`config.mk`:
```
export PLATFORM = sky130hd
export DESIGN_NAME = mole_hit_ctrl
export DESIGN_NICKNAME = d
export VERILOG_FILES = /design/src/rtl/mole_pkg.sv /design/src/rtl/mole_grid_map.sv /design/src/rtl/mole_hit_ctrl.sv
export SDC_FILE = /design/constraint.sdc
export NUM_CORES = 1
export LEC_CHECK = 0
export ABC_AREA = 1
export BUFFER_PORTS_ARGS = -buffer_cell sky130_fd_sc_hd__buf_2
export CAP_MARGIN = 5
export CORE_UTILIZATION = 40
export CTS_BUF_LIST = sky130_fd_sc_hd__clkbuf_2 sky130_fd_sc_hd__clkbuf_4 sky130_fd_sc_hd__clkbuf_8
export DETAILED_ROUTE_END_ITERATION = 6
export PLACE_DENSITY = 0.59
export SLEW_MARGIN = 20
export SYNTH_ARGS = -nofsm -noshare
export SYNTH_HDL_FRONTEND = slang
export SYNTH_HIERARCHICAL = 1
export SYNTH_SLANG_ARGS = --single-unit
```
`constraint.sdc`:
```
create_clock -name iCLK -period 4.2 [get_ports iCLK]
set_input_delay 0.42 -clock iCLK [delete_from_list [all_inputs] [get_ports iCLK]]
set_output_delay 0.42 -clock iCLK [all_outputs]
set_load 0.05 [all_outputs]
```
`src/rtl/mole_pkg.sv`:
```
// Shared encodings and helpers for the whac-a-mole game logic stage.
package mole_pkg;

  typedef enum logic [2:0] {
    ST_IDLE = 3'd0,
    ST_GAP  = 3'd1,
    ST_UP   = 3'd2,
    ST_HIT  = 3'd3,
    ST_MISS = 3'd4,
    ST_OVER = 3'd5
  } moleState_t;

  localparam logic [3:0] NO_HOLE   = 4'hF;
  localparam int         H_ACT     = 640;
  localparam int         V_ACT     = 480;
  // Fibonacci taps 8,6,5,4 expressed as a mask on bits [7:0].
  localparam logic [7:0] LFSR_TAPS = 8'b1011_1000;

  function automatic logic [3:0] spawnHole(input logic [7:0] lfsr, input logic [3:0] prevHole);
    logic [3:0] h;
    h = lfsr[3:0];
    if (h >= 4'd9) h = h - 4'd9;
    else           h = h;
    if (h == prevHole) h = (h == 4'd8) ? 4'd0 : h + 4'd1;
    else               h = h;
    return h;
  endfunction

endpackage

```
`src/rtl/mole_grid_map.sv`:
```
// Maps a marker centre onto the 3x3 hole grid; the no-marker code (0,0) and a
// dead zone around every internal cell border both give NO_HOLE.
module mole_grid_map #(
  parameter int CELL_W = 213,
  parameter int CELL_H = 160,
  parameter int MARGIN = 8
) (
  input  logic [10:0] iX,
  input  logic [10:0] iY,
  output logic [3:0]  oHole
);
  import mole_pkg::*;

  localparam logic [11:0] X_LO1 = 12'(CELL_W - MARGIN);
  localparam logic [11:0] X_HI1 = 12'(CELL_W + MARGIN);
  localparam logic [11:0] X_LO2 = 12'(2 * CELL_W - MARGIN);
  localparam logic [11:0] X_HI2 = 12'(2 * CELL_W + MARGIN);
  localparam logic [11:0] Y_LO1 = 12'(CELL_H - MARGIN);
  localparam logic [11:0] Y_HI1 = 12'(CELL_H + MARGIN);
  localparam logic [11:0] Y_LO2 = 12'(2 * CELL_H - MARGIN);
  localparam logic [11:0] Y_HI2 = 12'(2 * CELL_H + MARGIN);

  logic [11:0] xExt_s;
  logic [11:0] yExt_s;
  logic [1:0]  col_s;
  logic [1:0]  row_s;
  logic        inDead_s;

  assign xExt_s = {1'b0, iX};
  assign yExt_s = {1'b0, iY};

  // Column/row selection with clamping, dead-zone test and final hole index.
  always_comb begin
    col_s    = 2'd2;
    row_s    = 2'd2;
    inDead_s = 1'b0;
    oHole    = NO_HOLE;

    if (xExt_s >= 12'(H_ACT))          col_s = 2'd2;
    else if (xExt_s < 12'(CELL_W))     col_s = 2'd0;
    else if (xExt_s < 12'(2 * CELL_W)) col_s = 2'd1;
    else                               col_s = 2'd2;

    if (yExt_s >= 12'(V_ACT))          row_s = 2'd2;
    else if (yExt_s < 12'(CELL_H))     row_s = 2'd0;
    else if (yExt_s < 12'(2 * CELL_H)) row_s = 2'd1;
    else                               row_s = 2'd2;

    inDead_s = (xExt_s > X_LO1 && xExt_s < X_HI1) || (xExt_s > X_LO2 && xExt_s < X_HI2) ||
               (yExt_s > Y_LO1 && yExt_s < Y_HI1) || (yExt_s > Y_LO2 && yExt_s < Y_HI2);

    if (iX == 11'd0 && iY == 11'd0) oHole = NO_HOLE;
    else if (inDead_s)              oHole = NO_HOLE;
    else                            oHole = {2'b00, row_s} * 4'd3 + {2'b00, col_s};
  end

endmodule

```
`src/rtl/mole_hit_ctrl.sv`:
```
// Whac-a-mole round controller: frame-paced mole spawn, up timer, debounced
// hit detection, score and miss bookkeeping.
module mole_hit_ctrl #(
  parameter int         CELL_W     = 213,
  parameter int         CELL_H     = 160,
  parameter int         MARGIN     = 8,
  parameter int         GAP_FRAMES = 20,
  parameter int         UP_FRAMES  = 60,
  parameter int         HIT_FRAMES = 3,
  parameter int         MAX_MISS   = 5,
  parameter logic [7:0] LFSR_SEED  = 8'hA5
) (
  input  logic        iCLK,
  input  logic        iRST,
  input  logic        iFrame_Tick,
  input  logic [10:0] iAvg_X,
  input  logic [10:0] iAvg_Y,
  input  logic        iStart,
  output logic [3:0]  oCursor_Hole,
  output logic [3:0]  oMole_Hole,
  output logic        oMole_Up,
  output logic [7:0]  oScore,
  output logic [3:0]  oMisses,
  output logic        oHit_Pulse,
  output logic        oMiss_Pulse,
  output logic        oGame_Over,
  output logic [2:0]  oState
);
  import mole_pkg::*;

  moleState_t  state_r;
  logic [7:0]  lfsr_r;
  logic [7:0]  frameCnt_r;
  logic [3:0]  debCnt_r;
  logic [3:0]  prevHole_r;
  logic [3:0]  mapHole_s;
  logic [3:0]  spawn_s;
  logic [3:0]  debNext_s;
  logic        lfsrFb_s;

  mole_grid_map #(
    .CELL_W (CELL_W),
    .CELL_H (CELL_H),
    .MARGIN (MARGIN)
  ) uGridMap (
    .iX    (iAvg_X),
    .iY    (iAvg_Y),
    .oHole (mapHole_s)
  );

  assign lfsrFb_s = ^(lfsr_r & LFSR_TAPS);
  assign spawn_s  = spawnHole(lfsr_r, prevHole_r);
  assign oState   = state_r;

  // Debounce count the current tick would produce while a mole is up.
  always_comb begin
    debNext_s = 4'd0;
    if (mapHole_s == oMole_Hole) debNext_s = debCnt_r + 4'd1;
    else                         debNext_s = 4'd0;
  end

  // Free-running LFSR and per-frame cursor capture.
  always_ff @(posedge iCLK or posedge iRST) begin
    if (iRST) begin
      lfsr_r       <= LFSR_SEED;
      oCursor_Hole <= NO_HOLE;
    end else begin
      lfsr_r <= {lfsr_r[6:0], lfsrFb_s};
      if (iFrame_Tick) oCursor_Hole <= mapHole_s;
    end
  end

  // Round state machine with registered game outputs.
  always_ff @(posedge iCLK or posedge iRST) begin
    if (iRST) begin
      state_r     <= ST_IDLE;
      frameCnt_r  <= 8'd0;
      debCnt_r    <= 4'd0;
      prevHole_r  <= NO_HOLE;
      oMole_Hole  <= NO_HOLE;
      oMole_Up    <= 1'b0;
      oScore      <= 8'd0;
      oMisses     <= 4'd0;
      oHit_Pulse  <= 1'b0;
      oMiss_Pulse <= 1'b0;
      oGame_Over  <= 1'b0;
    end else begin
      oHit_Pulse  <= 1'b0;
      oMiss_Pulse <= 1'b0;
      case (state_r)
        ST_IDLE: begin
          if (iStart) begin
            state_r    <= ST_GAP;
            oScore     <= 8'd0;
            oMisses    <= 4'd0;
            frameCnt_r <= 8'd0;
          end
        end
        ST_GAP: begin
          if (iFrame_Tick) begin
            if (frameCnt_r == 8'(GAP_FRAMES - 1)) begin
              state_r    <= ST_UP;
              oMole_Hole <= spawn_s;
              prevHole_r <= spawn_s;
              oMole_Up   <= 1'b1;
              frameCnt_r <= 8'd0;
              debCnt_r   <= 4'd0;
            end else begin
              frameCnt_r <= frameCnt_r + 8'd1;
            end
          end
        end
        ST_UP: begin
          if (iFrame_Tick) begin
            debCnt_r <= debNext_s;
            // A hit on the final up frame beats the timeout.
            if (debNext_s == 4'(HIT_FRAMES)) begin
              state_r    <= ST_HIT;
              oHit_Pulse <= 1'b1;
              oScore     <= (oScore == 8'hFF) ? oScore : oScore + 8'd1;
              oMole_Up   <= 1'b0;
              oMole_Hole <= NO_HOLE;
            end else if (frameCnt_r == 8'(UP_FRAMES - 1)) begin
              state_r     <= ST_MISS;
              oMiss_Pulse <= 1'b1;
              oMisses     <= oMisses + 4'd1;
              oMole_Up    <= 1'b0;
              oMole_Hole  <= NO_HOLE;
            end else begin
              frameCnt_r <= frameCnt_r + 8'd1;
            end
          end
        end
        ST_HIT: begin
          state_r    <= ST_GAP;
          frameCnt_r <= 8'd0;
        end
        ST_MISS: begin
          state_r    <= (oMisses == 4'(MAX_MISS)) ? ST_OVER : ST_GAP;
          oGame_Over <= (oMisses == 4'(MAX_MISS));
          frameCnt_r <= 8'd0;
        end
        ST_OVER: begin
          if (iStart) begin
            state_r    <= ST_GAP;
            oScore     <= 8'd0;
            oMisses    <= 4'd0;
            frameCnt_r <= 8'd0;
            debCnt_r   <= 4'd0;
            oGame_Over <= 1'b0;
          end
        end
        default: begin
          state_r <= ST_IDLE;
        end
      endcase
    end
  end

endmodule
```
==> out/metrics.csv <==
metric;value;unit
status;finished, final reports clean;
Fin. Hold Viols;0;
mapped cell area;3525;µm²
vias in the first global route;2975;
initial antenna violation count;0;
clk_lat worst skew;0.31;ns
Synth Register Bits;51;
RePlAce Congestion;0.8738;
Crit. End Element;register;
met1 Track Usage GR;23.58;%
Vias;3164;
synthesis-to-finish area growth;13.10;%
Sum Neg Setup Slack;0;ns
wire length per cell;11.41;µm
Worst-Margin Slew;0.8802;ns
Chip Width;95.87;µm
synth top area cells;dfrtp_1 (25%), nand2_1 (16%), dfstp_2 (12%);
FMAX;0.2745;GHz
Design Power;1.688;mW
Port Buffers;52;
initial core utilization;42.05;%
Final setup viols;0;
CTS HTree Levels;2;
Slew Limit Fails;0;
Synth area leader;dfrtp_1;
Tcrit/Tclk final;86.75;%
grt peak-use layer;met2;
most common cell in the netlist;nand2_1;
Post-synth top flop;dfrtp_1;
# Max-Cap Violations;0;
number of cells on the worst reg-to-reg path;8;
Min-Delay Path Class;input pin to asynchronous set/reset pin;
global-route wire length before repair;12970;µm
drt initial violations;87;
syn nets;529;
Post-Synthesis Cells;492;
Req. time, crit path;4.40;ns
static leakage;2.064;nW
global routing usage on met2;29.88;%
Ports;53;
Die H;95.87;µm
number of synthesized flops with an enable pin;0;
Warnings, synthesis;6;
R2R Setup Slk;2.08;ns
skew final;0.01453;ns
largest net degree at the start of global routing;52;
power per cell area;423.4;nW/µm²
# DRC;0;
drt pass-1 iters;4;
grt total ovfl;0;
Final HPWL DP;5691;µm
crit path DAT;3.85;ns
fin area;3986;µm²
Post-synth top cells;nand2_1 (152), inv_1 (63), nor2_1 (50);
hold buffer count at CTS;0;
register area share after synthesis;36.78;%
Worst-path clk slew;0.10;ns
Longest Clk Path Bufs;2;
mean post-synth cell area;7.164;µm²
CTS sink cnt;51;
die area;9191;µm²
CTS Buf Count;5;
Final min period;3.644;ns
core footprint;8382;µm²
RSZ-0062 raised after global routing;no;
met3 Resource Use GR;2.765;%
GRT Total Usage;17.50;%
dpl cell area;3886;µm²
Max FO, Critical Path;9;
Vias/cell;4.853;
layout net count;583;
VDD IR max;0.0001823;V
library cells used by synthesis;40;
post-CTS sizing;0;
number of inserted diodes;0;
Yosys top cell area share;24.85;%
row count;33;
CTS tree;built;
CTS Root Cell;clkbuf_8;
layout cells sized above 1;20.48;%
ys async rst share;100.0;%
post-route ant nets;0;
post-CTS setup buffers;0;
Max-slew headroom;41.25;%
Worst setup SP type;input pin;
final wirelength;7437;µm
WS Path Type;input pin to register;
worst hold slack;0.2580;ns
==> area by class of cell <==
cell class	count	area (µm²)
clock buffers	6	82.58
clock inverters	2	16.27
fillers	837	4395
inverters	67	254.0
multi-input cells	369	1946
flip-flops and latches	51	1296
well taps	105	131.4
repair buffers	52	260.3
==> critical path, stage by stage <==
cell and delay (ns):
buf_2 0.10, nor2_2 0.12, nand2_1 0.07, nor2_2 0.14, nand2_1 0.07, nand2_1 0.13, nor2_1 0.09, fa_1 0.51
ha_1 0.14, inv_1 0.04, fa_1 0.47, inv_1 0.04, nor2_1 0.09, nand3_1 0.11, xor2_1 0.15, nor2_1 0.10
nand2_1 0.07, nor2_1 0.14, inv_1 0.10, o21ai_2 0.38, nand3_4 0.19, nand2_1 0.11, nand2_1 0.05
==> cell usage in the layout (no fill, tap or decap), drive strengths merged <==
| cell | n |
|---|---|
| nand2 | 158 |
| inv | 65 |
| nor2 | 61 |
| buf | 52 |
| nand3 | 45 |
| dfrtp | 35 |
| o21ai | 22 |
| dfstp | 16 |
| xor2 | 13 |
| nand4 | 13 |
| a21oi | 10 |
| xnor2 | 9 |
| ha | 9 |
| clkbuf | 6 |
| nand3b | 4 |
| and2 | 4 |
| nor3 | 4 |
| o31ai | 3 |
| clkinv | 3 |
| or2 | 2 |
| o211ai | 2 |
| a31oi | 2 |
| fa | 2 |
| nor4 | 1 |
| o22ai | 1 |
| a21o | 1 |
| a31o | 1 |
| nor3b | 1 |
| o21bai | 1 |
| clkinvlp | 1 |
==> state kept, by name, summed over array words and instances, names as in the netlist <==
name	count
lfsr_r	8
prevHole_r	4
oGame_Over	1
oMiss_Pulse	1
oMisses	4
frameCnt_r	8
debCnt_r	4
oMole_Hole	4
oState	3
oHit_Pulse	1
oCursor_Hole	4
oMole_Up	1
oScore	8
==> worst paths after layout <==
path / startpoint / to
max: iAvg_Y[9] / oScore[5]
min: iRST / lfsr_r[3]
max reg2reg: oState[1] / oScore[5]
min reg2reg: lfsr_r[6] / lfsr_r[7]
max in group asynchronous: iRST / debCnt_r[2]
min in group iCLK: iFrame_Tick / oCursor_Hole[0]
==> power breakdown <==
part	total, mW	internal, mW	switching (mW)
combinational	0.774	0.206	0.568
clock	0.308	0.135	0.173
sequential	0.606	0.547	0.0595
total	1.69	0.888	0.800
==> layer usage <==
layer	wire length (µm)	share of wire, %	vias to the layer above
li1	-	-	1669
met1	3790	51	1439
met2	3406	46	52
met3	193	2.6	4
met4	47	0.63	0
met5	0	0	-
==> metrics by stage <==
step | worst slack [ns] | util [%] | instances
after floorplan | 0.6861 | - | 492
after global placement | 0.3608 | 46.37 | 644
after detailed placement | 0.2510 | 46.37 | 644
after CTS | 0.5788 | 47.54 | 652
after global routing | 0.1703 | 47.56 | 652
final | 0.5564 | 47.56 | 652
==> logic make-up (layout without fill, tap and decap cells) <==
| logic type | Yosys count | in the layout | synth area share, % |
|---|---|---|---|
| AOI/OAI and AO/OA | 43 | 43 | 7.242 |
| xor gates and xnor gates | 22 | 22 | 5.467 |
| and+or+nand+nor | 293 | 293 | 38.16 |
| buffers and inverters | 72 | 127 | 8.022 |
| adders and majority gates | 11 | 11 | 4.331 |
| DFF | 51 | 51 | 36.78 |
Note: power is estimated with default switching activity, not from simulation.
